[src/rtl/w_ser_pkg.sv]
// rtl/w_ser_pkg.sv - shared state type and default sizing for the w pattern serializer
package w_ser_pkg;

   localparam int W_SER_MAX_LEN = 16;
   localparam int W_SER_GAP_W   = 4;

   typedef enum logic [1:0] {
      IDLE  = 2'd0,
      SHIFT = 2'd1,
      GAP   = 2'd2
   } w_ser_state_t;

endpackage

[src/rtl/w_ser_shreg.sv]
// rtl/w_ser_shreg.sv - loadable left-shift register presenting pattern bit len-1 first
module w_ser_shreg
   import w_ser_pkg::*;
#(
   parameter int MAX_LEN = W_SER_MAX_LEN,
   parameter int LEN_W   = $clog2(MAX_LEN + 1)
) (
   input  logic               clk,
   input  logic               reset,
   input  logic               load_i,
   input  logic               shift_i,
   input  logic [MAX_LEN-1:0] pattern_i,
   input  logic [LEN_W-1:0]   len_i,
   output logic               msb_o
);

   logic [MAX_LEN-1:0] data_q;
   logic [LEN_W-1:0]   pad;

   // len_i is already clamped, so the pad never underflows; len 0 loads all zeros.
   assign pad = LEN_W'(MAX_LEN) - len_i;

   always_ff @(posedge clk) begin
      if (reset) begin
         data_q <= '0;
      end else if (load_i) begin
         data_q <= pattern_i << pad;
      end else if (shift_i) begin
         data_q <= {data_q[MAX_LEN-2:0], 1'b0};
      end
   end

   assign msb_o = data_q[MAX_LEN-1];

endmodule

[src/rtl/w_pattern_serializer.sv]
// rtl/w_pattern_serializer.sv - sends a captured pattern MSB-first on w, then idles for gap cycles
module w_pattern_serializer
   import w_ser_pkg::*;
#(
   parameter int MAX_LEN = W_SER_MAX_LEN,
   parameter int GAP_W   = W_SER_GAP_W,
   localparam int LEN_W  = $clog2(MAX_LEN + 1)
) (
   input  logic               clk,
   input  logic               reset,
   input  logic               in_valid,
   output logic               in_ready,
   input  logic [MAX_LEN-1:0] in_pattern,
   input  logic [LEN_W-1:0]   in_len,
   input  logic [GAP_W-1:0]   in_gap,
   output logic               w,
   output logic               w_valid,
   output logic               last,
   output logic               done,
   output logic               busy
);

   w_ser_state_t     state_q;
   logic [LEN_W-1:0] bit_cnt_q;
   logic [GAP_W-1:0] gap_cnt_q;
   logic             in_ready_q;
   logic             w_valid_q;
   logic             last_q;
   logic             done_q;

   logic [LEN_W-1:0] len_c;
   logic             accept;
   logic             shift_en;

   assign len_c    = (in_len > LEN_W'(MAX_LEN)) ? LEN_W'(MAX_LEN) : in_len;
   assign accept   = in_valid && in_ready_q;
   assign shift_en = (state_q == SHIFT);

   w_ser_shreg #(
      .MAX_LEN (MAX_LEN),
      .LEN_W   (LEN_W)
   ) u_shreg (
      .clk       (clk),
      .reset     (reset),
      .load_i    (accept),
      .shift_i   (shift_en),
      .pattern_i (in_pattern),
      .len_i     (len_c),
      .msb_o     (w)
   );

   // The gap count is captured on accept and simply held while the bits shift out.
   always_ff @(posedge clk) begin
      if (reset) begin
         state_q    <= IDLE;
         bit_cnt_q  <= '0;
         gap_cnt_q  <= '0;
         in_ready_q <= 1'b1;
         w_valid_q  <= 1'b0;
         last_q     <= 1'b0;
         done_q     <= 1'b0;
      end else begin
         done_q <= 1'b0;
         case (state_q)
            IDLE: begin
               if (accept) begin
                  gap_cnt_q <= in_gap;
                  bit_cnt_q <= len_c;
                  if (len_c != '0) begin
                     state_q    <= SHIFT;
                     in_ready_q <= 1'b0;
                     w_valid_q  <= 1'b1;
                     last_q     <= (len_c == LEN_W'(1));
                  end else if (in_gap != '0) begin
                     state_q    <= GAP;
                     in_ready_q <= 1'b0;
                  end else begin
                     done_q <= 1'b1;
                  end
               end
            end
            SHIFT: begin
               if (bit_cnt_q <= LEN_W'(1)) begin
                  bit_cnt_q <= '0;
                  w_valid_q <= 1'b0;
                  last_q    <= 1'b0;
                  if (gap_cnt_q != '0) begin
                     state_q <= GAP;
                  end else begin
                     state_q    <= IDLE;
                     in_ready_q <= 1'b1;
                     done_q     <= 1'b1;
                  end
               end else begin
                  bit_cnt_q <= bit_cnt_q - LEN_W'(1);
                  last_q    <= (bit_cnt_q == LEN_W'(2));
               end
            end
            GAP: begin
               if (gap_cnt_q <= GAP_W'(1)) begin
                  gap_cnt_q  <= '0;
                  state_q    <= IDLE;
                  in_ready_q <= 1'b1;
                  done_q     <= 1'b1;
               end else begin
                  gap_cnt_q <= gap_cnt_q - GAP_W'(1);
               end
            end
            default: begin
               state_q    <= IDLE;
               in_ready_q <= 1'b1;
               w_valid_q  <= 1'b0;
               last_q     <= 1'b0;
            end
         endcase
      end
   end

   assign in_ready = in_ready_q;
   assign busy     = !in_ready_q;
   assign w_valid  = w_valid_q;
   assign last     = last_q;
   assign done     = done_q;

endmodule

[config.mk]
export PLATFORM = sky130hd
export DESIGN_NAME = w_pattern_serializer
export DESIGN_NICKNAME = d
export VERILOG_FILES = /design/src/rtl/w_ser_pkg.sv /design/src/rtl/w_ser_shreg.sv /design/src/rtl/w_pattern_serializer.sv
export SDC_FILE = /design/constraint.sdc
export NUM_CORES = 1
export LEC_CHECK = 0
export CORE_ASPECT_RATIO = 0.5
export CORE_UTILIZATION = 30
export DETAILED_ROUTE_END_ITERATION = 16
export PLACE_DENSITY = 0.55
export SLEW_MARGIN = 20
export SYNTH_ARGS = -nofsm -noshare
export SYNTH_HDL_FRONTEND = slang
export SYNTH_SLANG_ARGS = --single-unit
[constraint.sdc]
create_clock -name clk -period 2.7 [get_ports clk]
set_clock_uncertainty 0.1 [all_clocks]
set_input_delay 0.54 -clock clk [delete_from_list [all_inputs] [get_ports clk]]
set_output_delay 0.54 -clock clk [all_outputs]
set_load 0.005 [all_outputs]
=== Word level (Yosys, flattened, before mapping) ===
Index checks and enable logic that the tools add are counted.

* Output and inout port bits: 6
* Logic and storage cells: 79
* Input bits: 28
* Register bits: 31

* Muxes and demuxes: 38
* Order comparisons: 3
* Bitwise gates (word level): 1
* Reduce and logical (&&, ||, !) cells: 15
* Shift operators: 1
* Eq/ne operators: 10
* $add $sub $neg: 3

{| class="wikitable"
|+ Operator list
! cell !! number
|-
| 2-to-1 mux 16 bit || 2
|-
| 2-to-1 mux 1 bit || 18
|-
| left shift 16 x 5 -> 16 bit || 1
|-
| 2-to-1 mux 5 bit || 3
|-
| 2-to-1 mux 2 bit || 6
|-
| one-hot mux 1 bit (3 select lines) || 4
|-
| one-hot mux 5 bit (2 select lines) || 1
|-
| 2-to-1 mux 4 bit || 2
|-
| inequality test 2 bit, second input constant || 4
|-
| one-hot mux 4 bit (2 select lines) || 1
|-
| AND reduction 4 bit || 2
|-
| nonzero test 4 bit || 2
|-
| one-hot mux 2 bit (3 select lines) || 1
|-
| nonzero test 2 bit || 3
|-
| equality test 5 x 1 -> 1 bit, second input constant || 1
|-
| equality test 5 x 2 -> 1 bit, second input constant || 1
|-
| greater-than comparator 5 bit, second input constant || 1
|-
| <= comparator 5 x 1 -> 1 bit, second input constant || 1
|-
| AND reduction 5 bit || 1
|-
| nonzero test 5 bit || 1
|-
| subtractor 5 x 1 -> 5 bit, second input constant || 1
|-
| subtractor 5 bit, first input constant || 1
|-
| <= comparator 4 x 1 -> 1 bit, second input constant || 1
|-
| AND reduction 2 bit || 2
|-
| other kinds (10) || 10
|}

=== Depth between registers and ports, before layout ===
* Depth in word-level cells: 6
* Depth in mapped cells: 12

=== Hierarchy ===
Synthesis repeated with hierarchy kept, for this count alone.

* Cells, all modules: 300
* Area total of the unflattened synthesis: 2439.8 sq um

{| class="wikitable"
|+ Modules (own cells, without submodules)
! module !! cells each !! times used !! sequential area each (sq um) !! area an instance (sq um)
|-
| w_ser_shreg || 167 || 1 || 320.3 || 1397.6
|-
| w_pattern_serializer || 133 || 1 || 300.3 || 1042.2
|}

=== Worst setup path before layout ===
No wires, ideal clock.

* Path kind: input to register
* Start: input port in_len[0]
* End: register u_shreg.data_q[7]
* Setup time: 73 ps
* Buffers on the path: 2
* Setup slack: -218 ps
* Stages on the path: 9
* Data arrival time: 2744 ps
* Cells stage by stage: nor2b_1 -> buf_2 -> inv_1 -> buf_1 -> ha_1 -> xnor2_4 -> mux4_2 -> o31a_1 -> nor3_2

* Longest elaborated chain between the ends: 5

{| class="wikitable"
|+ RTL lines
! item !! RTL line !! RTL
|-
| start, declared || w_pattern_serializer.sv:14 || <nowiki>input logic [LEN_W-1:0] in_len,</nowiki>
|-
| greater-than comparator 5 bit || w_pattern_serializer.sv:35 || <nowiki>assign len_c = (in_len > LEN_W'(MAX_LEN)) ? LEN_W'(MAX_LEN) : in_len;</nowiki>
|-
| 2-to-1 mux 5 bit (*) || w_pattern_serializer.sv:35 ||
|-
| subtractor 5 bit (*) || w_ser_shreg.sv:21 || <nowiki>assign pad = LEN_W'(MAX_LEN) - len_i;</nowiki>
|-
| left shift 16 x 5 -> 16 bit (*) || w_ser_shreg.sv:27 || <nowiki>data_q <= pattern_i << pad;</nowiki>
|-
| 2-to-1 mux 16 bit (*) || w_ser_shreg.sv:26 || <nowiki>end else if (load_i) begin</nowiki>
|-
| end signal, assigned || w_ser_shreg.sv:27 ||
|-
| end signal, assigned || w_ser_shreg.sv:29 || <nowiki>data_q <= {data_q[MAX_LEN-2:0], 1'b0};</nowiki>
|-
| end, declared || w_ser_shreg.sv:17 || <nowiki>logic [MAX_LEN-1:0] data_q;</nowiki>
|}

Mark *: on every way between the ends. The rest lies on a longest branch, timed or not.
A chain may end at the register's enable or synchronous reset.

=== Final worst setup path ===
* Start: input port in_len[1]
* End: register u_shreg.data_q[12]

Same word-level chain as after synthesis.

==> results.yml <==
outcome:
  status: "finished, final reports clean"
global_route:
  grt.total_usage_pct: 19.26
  grt_overflow: 0
  grt_max_degree: 19
  grt_pass1_wl_um: 12570
  antenna_found_initial: 0
  grt_pass1_vias: 2633
worst_setup_path:
  end_kind: "flip-flop"
  cp_slowest_stage_delay_ns: 0.58
  r2r_start: "bit_cnt_q[1]"
  cpMaxStageDelayCell: "or4b_2"
  rrSetupSlack_ns: 0.64
  path_buf_inv: 2
  cp.required_ns: 2.76
  critPathTopFamily: "simple AND/OR/NAND/NOR gates"
  reg2reg_depth: 8
  critPathLaunchType: "input pin"
  setup.worst_path.start: "in_len[1]"
  regToRegEndpoint: "bit_cnt_q[2]"
  crit_type: "in2reg"
  crit_path_cell_trace: "clkdlybuf4s50_1 -> nand2_1 -> ha_1 -> buf_12 -> nand2_2 -> or4b_2 -> mux2_2 -> o211ai_1 -> a211oi_2"
  arrival_ns: 2.72
  critPathMaxFanout: 13
placement:
  hpwl_um: 5535
  gp_congestion: 0.9034
  placed_cells: 482
  io_buffer_count: 33
pwr:
  p_leak_nw: 1.411
  ir_worst_vdd_uv: 215.6
  power_density_nw_per_um2: 588.2
die:
  die_w_um: 128.0
  start_util_pct: 31.68
  ios: 34
  die_y_um: 65.00
  core_region_area_um2: 7515
  dieArea_um2: 8319
  rows: 22
hold_path:
  hold_path.class: "reg2reg"
  worstHoldStart: "u_shreg.data_q[4]"
  min_path_cells: 2
  holdPathEnd: "u_shreg.data_q[4]"
run:
  drv_cap: 0
logic_synthesis:
  synthSimpleGateAreaFrac_pct: 23.07
  netlist_area_um2: 2381
  netlist_instances: 308
  ys_seq_area_share_pct: 26.06
  synthMostInstantiatedCell: "nor2_1"
  synth-edff-count: 0
  ys_ff_latch: 31
  ys.flop_type: "dfxtp_1"
  synth_fa_ha_area_share_pct: 4.204
  synthesis.nets: 344
  synthXorXnorAreaFrac_pct: 1.524
  synth_top_family_by_area: "compound AO/OA/AOI/OAI gates"
  async_flop_share_pct: 0
  yosys.area.top_type: "dfxtp_1"
  syn_avg_cell_area_um2: 7.731
  synth_common_cells: "nor2_1, dfxtp_1, mux2i_1"
  synth_compound_area_share_pct: 24.38
  ys_types: 53
  synth.area.mux_share_pct: 15.13
  synth.top_cell.area_share_pct: 26.06
  yosys-top-cells-area: "dfxtp_1, mux2i_1, nor2_1"
  ys_warn_count: 0
cells_and_area:
  fin_cells: 490
  antenna_cells: 0
  drive_above_1_share_pct: 21.73
  utilization_pct: 44.97
  synthToLayoutAreaGrowth_pct: 41.93
  layout.nets: 417
drt:
  vias_per_cell: 5.243
  drt_iter0_drc: 188
  drc_errors: 0
  drt-wirelength-per-cell_um: 14.71
  drtAntennaViolNets: 0
  drt-pass1-iter-count: 4
  drt-total-wl_um: 7206
  vias: 2569
clock_network:
  cts.htree.levels: 2
  clkLatencyLatePin_ns: 0.28
  cts.sinks: 31
  cts-hold-fix-buffers: 0
  path_clk_slew_ns: 0.05
  cts_tree: "built"
  cts_buffers: 5
  cts-root-buf: "clkbuf_16"
  clock_path_buffers: 2
sta:
  timing.final.crit_share_pct: 98.78
  timing.fmax_mhz: 374.9
  tightest_slew_ns: 0.7200
  setup_viol: 0
  setup_tns_ns: 0
  hold_viol_final: 0
  rsz0062_at_grt: "true"
  finalMaxSlewViolations: 0
  slew_headroom_pct: 52.00
  period_minus_slack_ns: 2.667
==> cell families after synthesis <==
group	count (synthesis)
AOI/OAI and AO/OA	88
DFF	31
adders and majority gates	8
muxes	33
xor gates and xnor gates	2
buffers and inverters	32
and+or+nand+nor	114
==> cell usage in the layout, fill, tap and decap left out, types with 3 or more instances in the layout <==
master	netlist	final
a21oi_1	18	18
clkbuf_16	0	5
dfxtp_1	31	31
a31oi_1	5	5
inv_1	12	11
o21ai_0	23	23
ha_1	8	7
nor3_1	16	15
buf_4	2	51
and3_1	3	3
nand2b_1	5	5
mux2i_1	27	26
nor2_1	36	35
nand4_1	3	3
nor4_1	4	4
clkdlybuf4s50_1	0	31
nand3_1	8	8
nand2_1	25	24
a211oi_1	13	11
or3_1	3	3
mux2_2	4	3
==> worst max-delay path by stage <==
stage	depth (start not counted)	to	slack, ns
after global routing	9	u_shreg.data_q[12]	-0.02
after detailed placement	9	u_shreg.data_q[7]	-0.38
after CTS	9	u_shreg.data_q[12]	0.01
after floorplan	10	u_shreg.data_q[10]	0.005
after global placement	9	u_shreg.data_q[7]	-0.33
final	9	u_shreg.data_q[12]	0.03
==> where the power goes <==
group          switching, mW  total [mW]  internal, mW  leakage [nW]
registers             0.0722       0.607         0.535         0.255
logic                  0.428       0.831         0.403          1.09
clock network          0.209       0.549         0.341        0.0679
==> layout make-up <==
cell class	instances	area, µm²
Clock buffer	7	132.6
Clock inverter	1	5.005
Fill cell	737	4135
Inverter	12	45.04
Multi-Input combinational cell	245	1687
Sequential cell	31	620.6
Tap cell	108	135.1
Timing Repair Buffer	86	754.5
==> worst reg2reg max path, stage by stage (launching register included) <==
cell and delay (ns):
dfxtp_1 0.34, inv_1 0.13, ha_1 0.15, o21ba_2 0.17
o21ai_0 0.47, buf_4 0.25, o21ai_0 0.09, a22oi_1 0.19
nor2_1 0.05
==> routing by layer <==
metal	share of wire, %	wire (µm)	up-vias	global-route usage, %
li1	-	-	1291	-
met1	47	3386	1218	24.20
met5	0	0	-	0
met3	3.6	263	10	3.220
met4	1.2	88	0	5.294
met2	48	3468	50	34.17
==> timing repair <==
action	in CTS	in global routing
gates resized for setup	4	9
setup buffers	1	0
setup endpoints to repair	5	12
pin swaps	2	2
==> through the flow <==
step                      instance area (µm²)  hold WS (ns)  setup slack (ns)  total power [mW]
after floorplan                          2417        0.3522          0.004813             1.109
after global placement                   3196        0.3769           -0.3273             1.407
after detailed placement                 3196        0.3883           -0.3759             1.425
after CTS                                3347        0.3931           0.01403             1.980
after global routing                     3379        0.4198          -0.01702             2.125
final                                    3379        0.3917           0.03289             1.988
==> sequential cells by signal (all words and copies together), names as in the netlist <==
| name | cells |
|---|---|
| u_shreg.data_q | 16 |
| bit_cnt_q | 5 |
| gap_cnt_q | 4 |
| state_q | 2 |
| done | 1 |
| in_ready | 1 |
| last | 1 |
| w_valid | 1 |
(Power assumes the default switching activity.)
